File: src/rtl/display_frame_sender.sv
// Serial sender for a 16-bit display code: two data bytes (high first) then an
// 8'hFF terminator, each byte framed as start/8 data LSB-first/stop.
module display_frame_sender #(
  parameter int CLKS_PER_BIT = 16,
  parameter int GAP_BITS     = 1
) (
  input  logic        clk,
  input  logic        rst_n,
  input  logic        start,
  input  logic [15:0] code,
  output logic        tx,
  output logic        busy,
  output logic        done,
  output logic        err,
  output logic [2:0]  fsm_state
);

  typedef enum logic [2:0] {IDLE, START, DATA, STOP, GAP} state_t;

  localparam logic [7:0] CPB_LAST = 8'(CLKS_PER_BIT - 1);
  localparam logic [1:0] GAP_LAST = 2'(GAP_BITS - 1);

  state_t      state, state_n;
  logic [7:0]  clk_cnt, clk_cnt_n;
  logic [2:0]  bit_idx, bit_idx_n;
  logic [1:0]  byte_idx, byte_idx_n;
  logic [1:0]  gap_cnt, gap_cnt_n;
  logic [15:0] code_q, code_n;
  logic        tx_n, busy_n, done_n, err_n;
  logic        bit_end, code_ok, launch;
  logic [7:0]  cur_byte;

  assign fsm_state = state;
  assign bit_end   = (clk_cnt == CPB_LAST);
  assign code_ok   = (code[15:8] != 8'hFF) && (code[7:0] != 8'hFF);

  always_comb begin
    case (byte_idx)
      2'd0:    cur_byte = code_q[15:8];
      2'd1:    cur_byte = code_q[7:0];
      default: cur_byte = 8'hFF;
    endcase
  end

  always_ff @(posedge clk or negedge rst_n) begin
    if (!rst_n) begin
      state    <= IDLE;
      clk_cnt  <= '0;
      bit_idx  <= '0;
      byte_idx <= '0;
      gap_cnt  <= '0;
      code_q   <= '0;
      tx       <= 1'b1;
      busy     <= 1'b0;
      done     <= 1'b0;
      err      <= 1'b0;
    end else begin
      state    <= state_n;
      clk_cnt  <= clk_cnt_n;
      bit_idx  <= bit_idx_n;
      byte_idx <= byte_idx_n;
      gap_cnt  <= gap_cnt_n;
      code_q   <= code_n;
      tx       <= tx_n;
      busy     <= busy_n;
      done     <= done_n;
      err      <= err_n;
    end
  end

  always_comb begin
    state_n    = state;
    clk_cnt_n  = clk_cnt;
    bit_idx_n  = bit_idx;
    byte_idx_n = byte_idx;
    gap_cnt_n  = gap_cnt;
    code_n     = code_q;
    tx_n       = tx;
    busy_n     = busy;
    done_n     = 1'b0;
    err_n      = 1'b0;
    // A request may be taken in IDLE or on the very edge the terminator ends.
    launch     = (state == IDLE) || (state == STOP && bit_end && byte_idx == 2'd2);

    if (state != IDLE) clk_cnt_n = bit_end ? 8'd0 : clk_cnt + 8'd1;

    case (state)
      START: if (bit_end) begin
        state_n   = DATA;
        bit_idx_n = 3'd0;
        tx_n      = cur_byte[0];
      end
      DATA: if (bit_end) begin
        if (bit_idx == 3'd7) begin
          state_n = STOP;
          tx_n    = 1'b1;
        end else begin
          bit_idx_n = bit_idx + 3'd1;
          tx_n      = cur_byte[bit_idx + 3'd1];
        end
      end
      STOP: if (bit_end) begin
        if (byte_idx == 2'd2) begin
          state_n = IDLE;
          busy_n  = 1'b0;
          done_n  = 1'b1;
        end else if (GAP_BITS == 0) begin
          state_n    = START;
          tx_n       = 1'b0;
          byte_idx_n = byte_idx + 2'd1;
        end else begin
          state_n   = GAP;
          gap_cnt_n = 2'd0;
        end
      end
      GAP: if (bit_end) begin
        if (gap_cnt == GAP_LAST) begin
          state_n    = START;
          tx_n       = 1'b0;
          byte_idx_n = byte_idx + 2'd1;
        end else begin
          gap_cnt_n = gap_cnt + 2'd1;
        end
      end
      default: ;
    endcase

    if (launch && start) begin
      if (code_ok) begin
        state_n    = START;
        busy_n     = 1'b1;
        tx_n       = 1'b0;
        code_n     = code;
        clk_cnt_n  = 8'd0;
        bit_idx_n  = 3'd0;
        byte_idx_n = 2'd0;
        gap_cnt_n  = 2'd0;
      end else begin
        err_n = 1'b1;
      end
    end
  end

endmodule

File: config.mk
export PLATFORM = sky130hd
export DESIGN_NAME = display_frame_sender
export DESIGN_NICKNAME = d
export VERILOG_FILES = /design/src/rtl/display_frame_sender.sv
export SDC_FILE = /design/constraint.sdc
export NUM_CORES = 1
export LEC_CHECK = 0
export ABC_CLOCK_PERIOD_IN_PS = 2300
export CORE_MARGIN = 2
export CORE_UTILIZATION = 49
export DETAILED_ROUTE_END_ITERATION = 6
export PLACE_DENSITY = 0.75
export SLEW_MARGIN = 20
export SYNTH_ARGS = -nofsm -noshare
export SYNTH_HDL_FRONTEND = slang
export SYNTH_SLANG_ARGS = --single-unit
File: constraint.sdc
create_clock -name clk -period 2.3 [get_ports clk]
set_input_delay 0.69 -clock clk [delete_from_list [all_inputs] [get_ports clk]]
set_output_delay 0.69 -clock clk [all_outputs]
set_load 0.005 [all_outputs]
==> run metrics, run 1 <==
Total GRT Usage=22.2%; first-pass GRT wire length=7580 µm; fillers=333; gate count after technology mapping=194; Fin Clk Skew=0.00327 ns; Max IR drop VDD=0.490 mV; ant diodes=0; Finished Core Util=63.7%; synth-to-layout area growth=24.9%; Netlist cell types=42; cell accounting for the most synthesized area=dfrtp_1; largest net degree at the start of global routing=21; Required @ worst endpoint=2.48 ns; root buffer cell=clkbuf_8; Setup violations, final=0; Final Max Tran Viols=0; # rows=23; Routed Antenna Nets=0; commonest cells in the netlist=dfrtp_1 (37), nor2_1 (18), inv_1 (11), a21oi_1 (9), ha_1 (9); drc violations=0; max_cap viols=0; startpoint types=register; Synth Warn #=0; #FFs+latches synth=38; CTS buffer count=5; worst-skew pair later-pin latency=0.29 ns; Max Fclk=441 MHz; die area=4730 µm²; wire per inst=15.7 µm; fin crit period=2.27 ns; number of synthesized flops with an enable pin=0; Avg Cell Area, Syn=10.6 µm²; sequential area share after synthesis=46.3%; Synth area leaders=dfrtp_1 (45%), mux2_4 (5.8%), ha_1 (5.5%); total wire length=4450 µm; slew margin rel.=52.6%; post-synthesis async set-or-reset flop share=100%; Worst EP arrival=2.45 ns; core area=4030 µm²; Worst-Margin Slew=0.705 ns; fin crit share=98.5%; Final Hold Vio Count=0; Starting DRT DRC Count=123; element type at the critical path end=register; total chip power=2.78 mW; non-filler cells in the finished layout=284; largest fanout on the critical path=8; initial antenna violation count=0; initial core utilization=51.0%; WHS=0.353 ns; final-stage net count=262; CTS tree=built; CTS max path bufs=2; Vias=1,607; clock slew at reported path FFs=0.07 ns; layout cells sized above 1=22.6%; CTS Sinks=38; Mapped Area=2060 µm²; HP Class=in -> async; most used flip-flop cell after synthesis=dfrtp_1; Synth top area share=45.0%; DIE WIDTH=68.8 µm; leakage power=1.10 nW; total grt overflow=0; DP Wirelength=3270 µm; DRT Pass-1 Iters=5; outcome=finished, final reports clean; Die H=68.8 µm; vias in the first global route=1,634; PortBufs=25; H-tree lvl count=2; most common cell in the netlist=dfrtp_1; syn nets=222; pwr dens=1080 nW/µm²; Placer Congestion=0.851; number of vias per cell=5.66; Ports=26; Placed Instances=274; Setup CP Type=reg -> reg; RSZ-0062 raised after global routing=yes
layout make-up:
type / instances / area (µm²) / area share (%)
clock buffer: 5 / 68.8 / 2.68
clock inverter: 2 / 10.0 / 0.390
inverter: 12 / 45.0 / 1.75
multi-input combinational: 133 / 1020 / 39.6
sequential: 38 / 952 / 37.1
tap: 50 / 62.6 / 2.44
timing repair buffer: 44 / 412 / 16.0
cell families after synthesis:
| kind of cell | synth area share (%) |
|---|---|
| and+or+nand+nor | 16.1 |
| AOI/OAI and AO/OA | 13.1 |
| DFF | 46.3 |
| buffers and inverters | 5.36 |
| muxes | 10.2 |
| adders and majority gates | 5.48 |
| xor gates and xnor gates | 3.41 |
power breakdown:
group          internal (mW)  leakage (nW)  total, mW  switching, mW
clock                  0.203        0.0438      0.429          0.226
sequential             0.929         0.472       1.12          0.194
combinational          0.666         0.584       1.23          0.561
routing by layer:
| metal | vias to the layer above | routed length, µm | track usage, % |
|---|---|---|---|
| met5 | - | 0 | 0 |
| met4 | 0 | 103 | 9.07 |
| met3 | 11 | 209 | 6.33 |
| met2 | 39 | 2130 | 37.1 |
| met1 | 781 | 2000 | 26.9 |
| li1 | 776 | - | - |
flip-flops by register name (all words and copies together), names as in the netlist:
register   flops
byte_idx       2
done           1
busy           1
gap_cnt        2
tx             1
fsm_state      3
code_q        16
err            1
clk_cnt        8
bit_idx        3
per-stage QoR:
stage               cell area [µm²]  TNS, ns  setup WS, ns
floorplan                      2060        0         0.107
global placement               2440   -0.126       -0.0201
detailed placement             2440    -1.14        -0.110
CTS                            2520        0        0.0137
global route                   2570   -0.737       -0.0653
finish                         2570        0        0.0334
path summary, 6_finish.rpt:
path	startpoint	to	slack, ns	depth (start not counted)
worst max-delay path	clk_cnt[7]$_DFF_PN0_	code_q[5]$_DFFE_PN0P_	0.03	6
worst min-delay path	rst_n	code_q[15]$_DFFE_PN0P_	0.35	1
worst max register to register	clk_cnt[7]$_DFF_PN0_	code_q[5]$_DFFE_PN0P_	0.03	6
worst min register to register	code_q[6]$_DFFE_PN0P_	code_q[6]$_DFFE_PN0P_	0.52	1
max in group asynchronous	rst_n	clk_cnt[3]$_DFF_PN0_	1.48	2
min in group clk	code_q[6]$_DFFE_PN0P_	code_q[6]$_DFFE_PN0P_	0.52	1
cells in the final DEF (no fill, tap or decap), types with 4 or more instances in the layout:
cell and n:
clkbuf_8 5, xnor2_1 5, a22oi_1 6, nand4_1 4, o21ai_0 6, a21oi_1 9
ha_1 8, mux2_4 10, nor3_1 6, dfrtp_1 37, a221oi_1 4, nor2_1 18
buf_4 15, clkdlybuf4s50_1 24, nand3_1 7, nand2_1 8, inv_1 10, mux2_2 6
worst max-delay path: stages, from the launching register on:
cell and delay [ns]:
dfrtp_1 0.42, nor4_4 0.34, nand2_2 0.08, o41a_1 0.38, nor4b_4 0.39, buf_6 0.20, mux2_2 0.33
what timing repair did:
action / in CTS / in global routing
setup endpoints to repair: 0 / 17
hold buffers: 0 / 0
setup buffers: 0 / 3
resized for setup: 0 / 8
(Power assumes the default switching activity.)
==> run 2: changes to the inputs <==
- CTS_CLUSTER_SIZE: unset -> 24
- REMOVE_ABC_BUFFERS: unset -> 1
==> run 2 against run 1 <==
  * Power grew 4.1%
  * Highest routed layer unchanged
  * Utilization grew 2.3 points
  * Non-clock buffer count grew 8
  * Final area grew 3.6%
  * Clock power is essentially flat
  * Final cell count grew 2.8%
  * Combinational power grew 9%
==> run metrics, run 2 (synthesized netlist as in run 1, its figures left out) <==
HP Class=in -> async; initial antenna violation count=0 (unchanged); number of flip-flops under the largest register name=16 (unchanged); H-tree lvl count=2 (unchanged); highest layer used for signal routing=met4; leakage power=1.16 nW (+5.2%); initial core utilization=51.0% (unchanged); synth-to-layout area growth=29.4%; ant diodes=0 (unchanged); max_cap viols=0 (unchanged); CP max-delay cell=dfrtp_1; Worst EP arrival=2.43 ns (-0.02 ns); DRT Pass-1 Iters=4 (-1); layout cells sized above 1=24.4% (+1.7 points); internal cell power=1.90 mW (+5.4%); pre-CTS setup slack=-0.0999 ns (+0.0103 ns); Switching Power=1000 µW (+1.9%); total wire length=4580 µm (+3.0%); CTS tree=built; Flop pwr share=38.9% (-1.5 points); Final Max Tran Viols=0 (unchanged); fillers=316 (-5.1%); commonest non-fill, non-tap cell in the layout=dfrtp_1; CTS Sinks=38 (unchanged); CTS max path bufs=2 (unchanged); Starting DRT DRC Count=148 (+20%); most frequent cells in the layout=dfrtp_1 (37), clkdlybuf4s50_1 (24), buf_4 (22), nor2_1 (18), mux2_4 (16); drc violations=0 (unchanged); Top reg by flops=code_q; worst-skew pair later-pin latency=0.30 ns (about the same); total grt overflow=0 (unchanged); first-pass GRT wire length=7470 µm (-1.5%); die area=4730 µm² (unchanged); Required @ worst endpoint=2.48 ns (about the same); Setup violations, final=0 (unchanged); CP bufs+invs=1 (unchanged); leading registers by flop count=code_q (16), clk_cnt (8); startpoint types=register; largest net degree at the start of global routing=39 (+86%); Routed Antenna Nets=0 (unchanged); sw frac=34.5% (-0.77 points); Multi-input gate area=1040 µm² (+2.2%); routed wl met2=2260 µm (+5.9%); cells along the critical path=nor4_4 > nand2_2 > o41a_1 > nor4b_4 > buf_4 > mux2_4; routed length on met3=228 µm (+9.1%); # rows=23 (unchanged); crit path setup slack, layout=0.0494 ns (+0.0160 ns); Routed met1 length=2030 µm (+1.1%); pwr dens=1090 nW/µm² (+0.52%); Total GRT Usage=21.6% (-0.61 points); setup TNS=0 ns (unchanged); CP peak stage delay=0.42 ns (about the same); root buffer cell=clkbuf_8; DP Wirelength=3230 µm (-1.2%); Max IR drop VDD=0.639 mV (+30%); Fin Clk Skew=0.00784 ns (+0.00457 ns); Vias=1,666 (+3.7%); Clock power frac=14.9% (-0.5 points); PortBufs=25 (unchanged); Worst-Margin Slew=0.590 ns (-0.116 ns); fin crit period=2.25 ns (-0.0160 ns); Logic pwr share=46.2% (+2.1 points); fin crit share=97.9% (-0.70 points); Setup CP Type=reg -> reg; core area=4030 µm² (unchanged); wire per inst=15.7 µm (+0.17%); CTS Hold Bufs=0 (unchanged); Largest delay share family, worst path=simple AND/OR/NAND/NOR gates; Reg area=952 µm² (unchanged); Ports=26 (unchanged); Max Fclk=444 MHz (+0.71%); clock slew at reported path FFs=0.07 ns (about the same); RSZ-0062 raised after global routing=yes; outcome=finished, final reports clean; element type at the critical path end=register; Placer Congestion=0.800 (-6.0%); DIE WIDTH=68.8 µm (unchanged); Die H=68.8 µm (unchanged); slew margin rel.=60.4% (+7.8 points); largest fanout on the critical path=4 (-4); vias in the first global route=1,602 (-2.0%); number of vias per cell=5.71 (+0.83%); Final Hold Vio Count=0 (unchanged); CTS buffer count=5 (unchanged); final-stage net count=270 (+3.1%)
run 2: cell count changes in the layout (fill, tap and decap cells not counted):
| cell | delta |
|---|---|
| buf_12 | +1 |
| clkbuf_1 | +2 |
| mux2_4 | +6 |
| buf_4 | +7 |
| clkinv_2 | -2 |
| mux2_2 | -6 |
run 2: worst reg2reg max path, cell delays in order, from the launching register on:
cell     delay (ns)
dfrtp_1        0.42
nor4_4         0.33
nand2_2        0.08
o41a_1         0.39
nor4b_4        0.39
buf_4          0.23
mux2_4         0.30
run 2: area by class of cell:
class / count / area share (%)
clock buffers: 7 / 2.87
inverters: 12 / 1.69
multi-input cells: 133 / 39.1
flip-flops and latches: 38 / 35.8
well taps: 50 / 2.35
repair buffers: 52 / 18.2
run 2: timing repair:
item	in CTS	in global routing
setup buffers	0	6
setup endpoints to repair	0	16
resized for setup	0	16
run 2: path summary, 6_finish.rpt:
path                                     endpoint  slack [ns]  cells past startpoint                   start
min reg2reg                code_q[15]$_DFFE_PN0P_        0.52                      1  code_q[15]$_DFFE_PN0P_
max in group asynchronous            tx$_DFF_PN1_        1.70                      2                   rst_n
max reg2reg                code_q[13]$_DFFE_PN0P_        0.05                      6    clk_cnt[7]$_DFF_PN0_
max                        code_q[13]$_DFFE_PN0P_        0.05                      6    clk_cnt[7]$_DFF_PN0_
min in group clk           code_q[15]$_DFFE_PN0P_        0.52                      1  code_q[15]$_DFFE_PN0P_
min                         code_q[2]$_DFFE_PN0P_        0.35                      2                   rst_n
run 2: power groups by stage:
stage	logic, mW	clock network (mW)	registers [mW]
floorplan	0.765	0	1.11
global placement	1.13	0	1.12
detailed placement	1.17	0	1.13
CTS	1.17	0.436	1.12
global route	1.45	0.470	1.16
finish	1.34	0.432	1.13
run 2: per-layer routing:
layer  vias up  GRT usage, %
li1        796             -
met2        44          33.8
met3         6          6.49
met4         0          8.09
met5         -             0
met1       820          28.3
run 2: metrics by stage:
step | hold WS (ns) | instance area, µm² | utilization [%] | total power [mW] | cells
floorplan | 0.394 | 1990 | - | 1.88 | 183
global placement | 0.490 | 2470 | 61.3 | 2.25 | 278
detailed placement | 0.496 | 2470 | 61.3 | 2.29 | 278
CTS | 0.359 | 2550 | 63.2 | 2.73 | 285
global route | 0.371 | 2660 | 66.0 | 3.08 | 292
finish | 0.347 | 2660 | 66.0 | 2.90 | 292
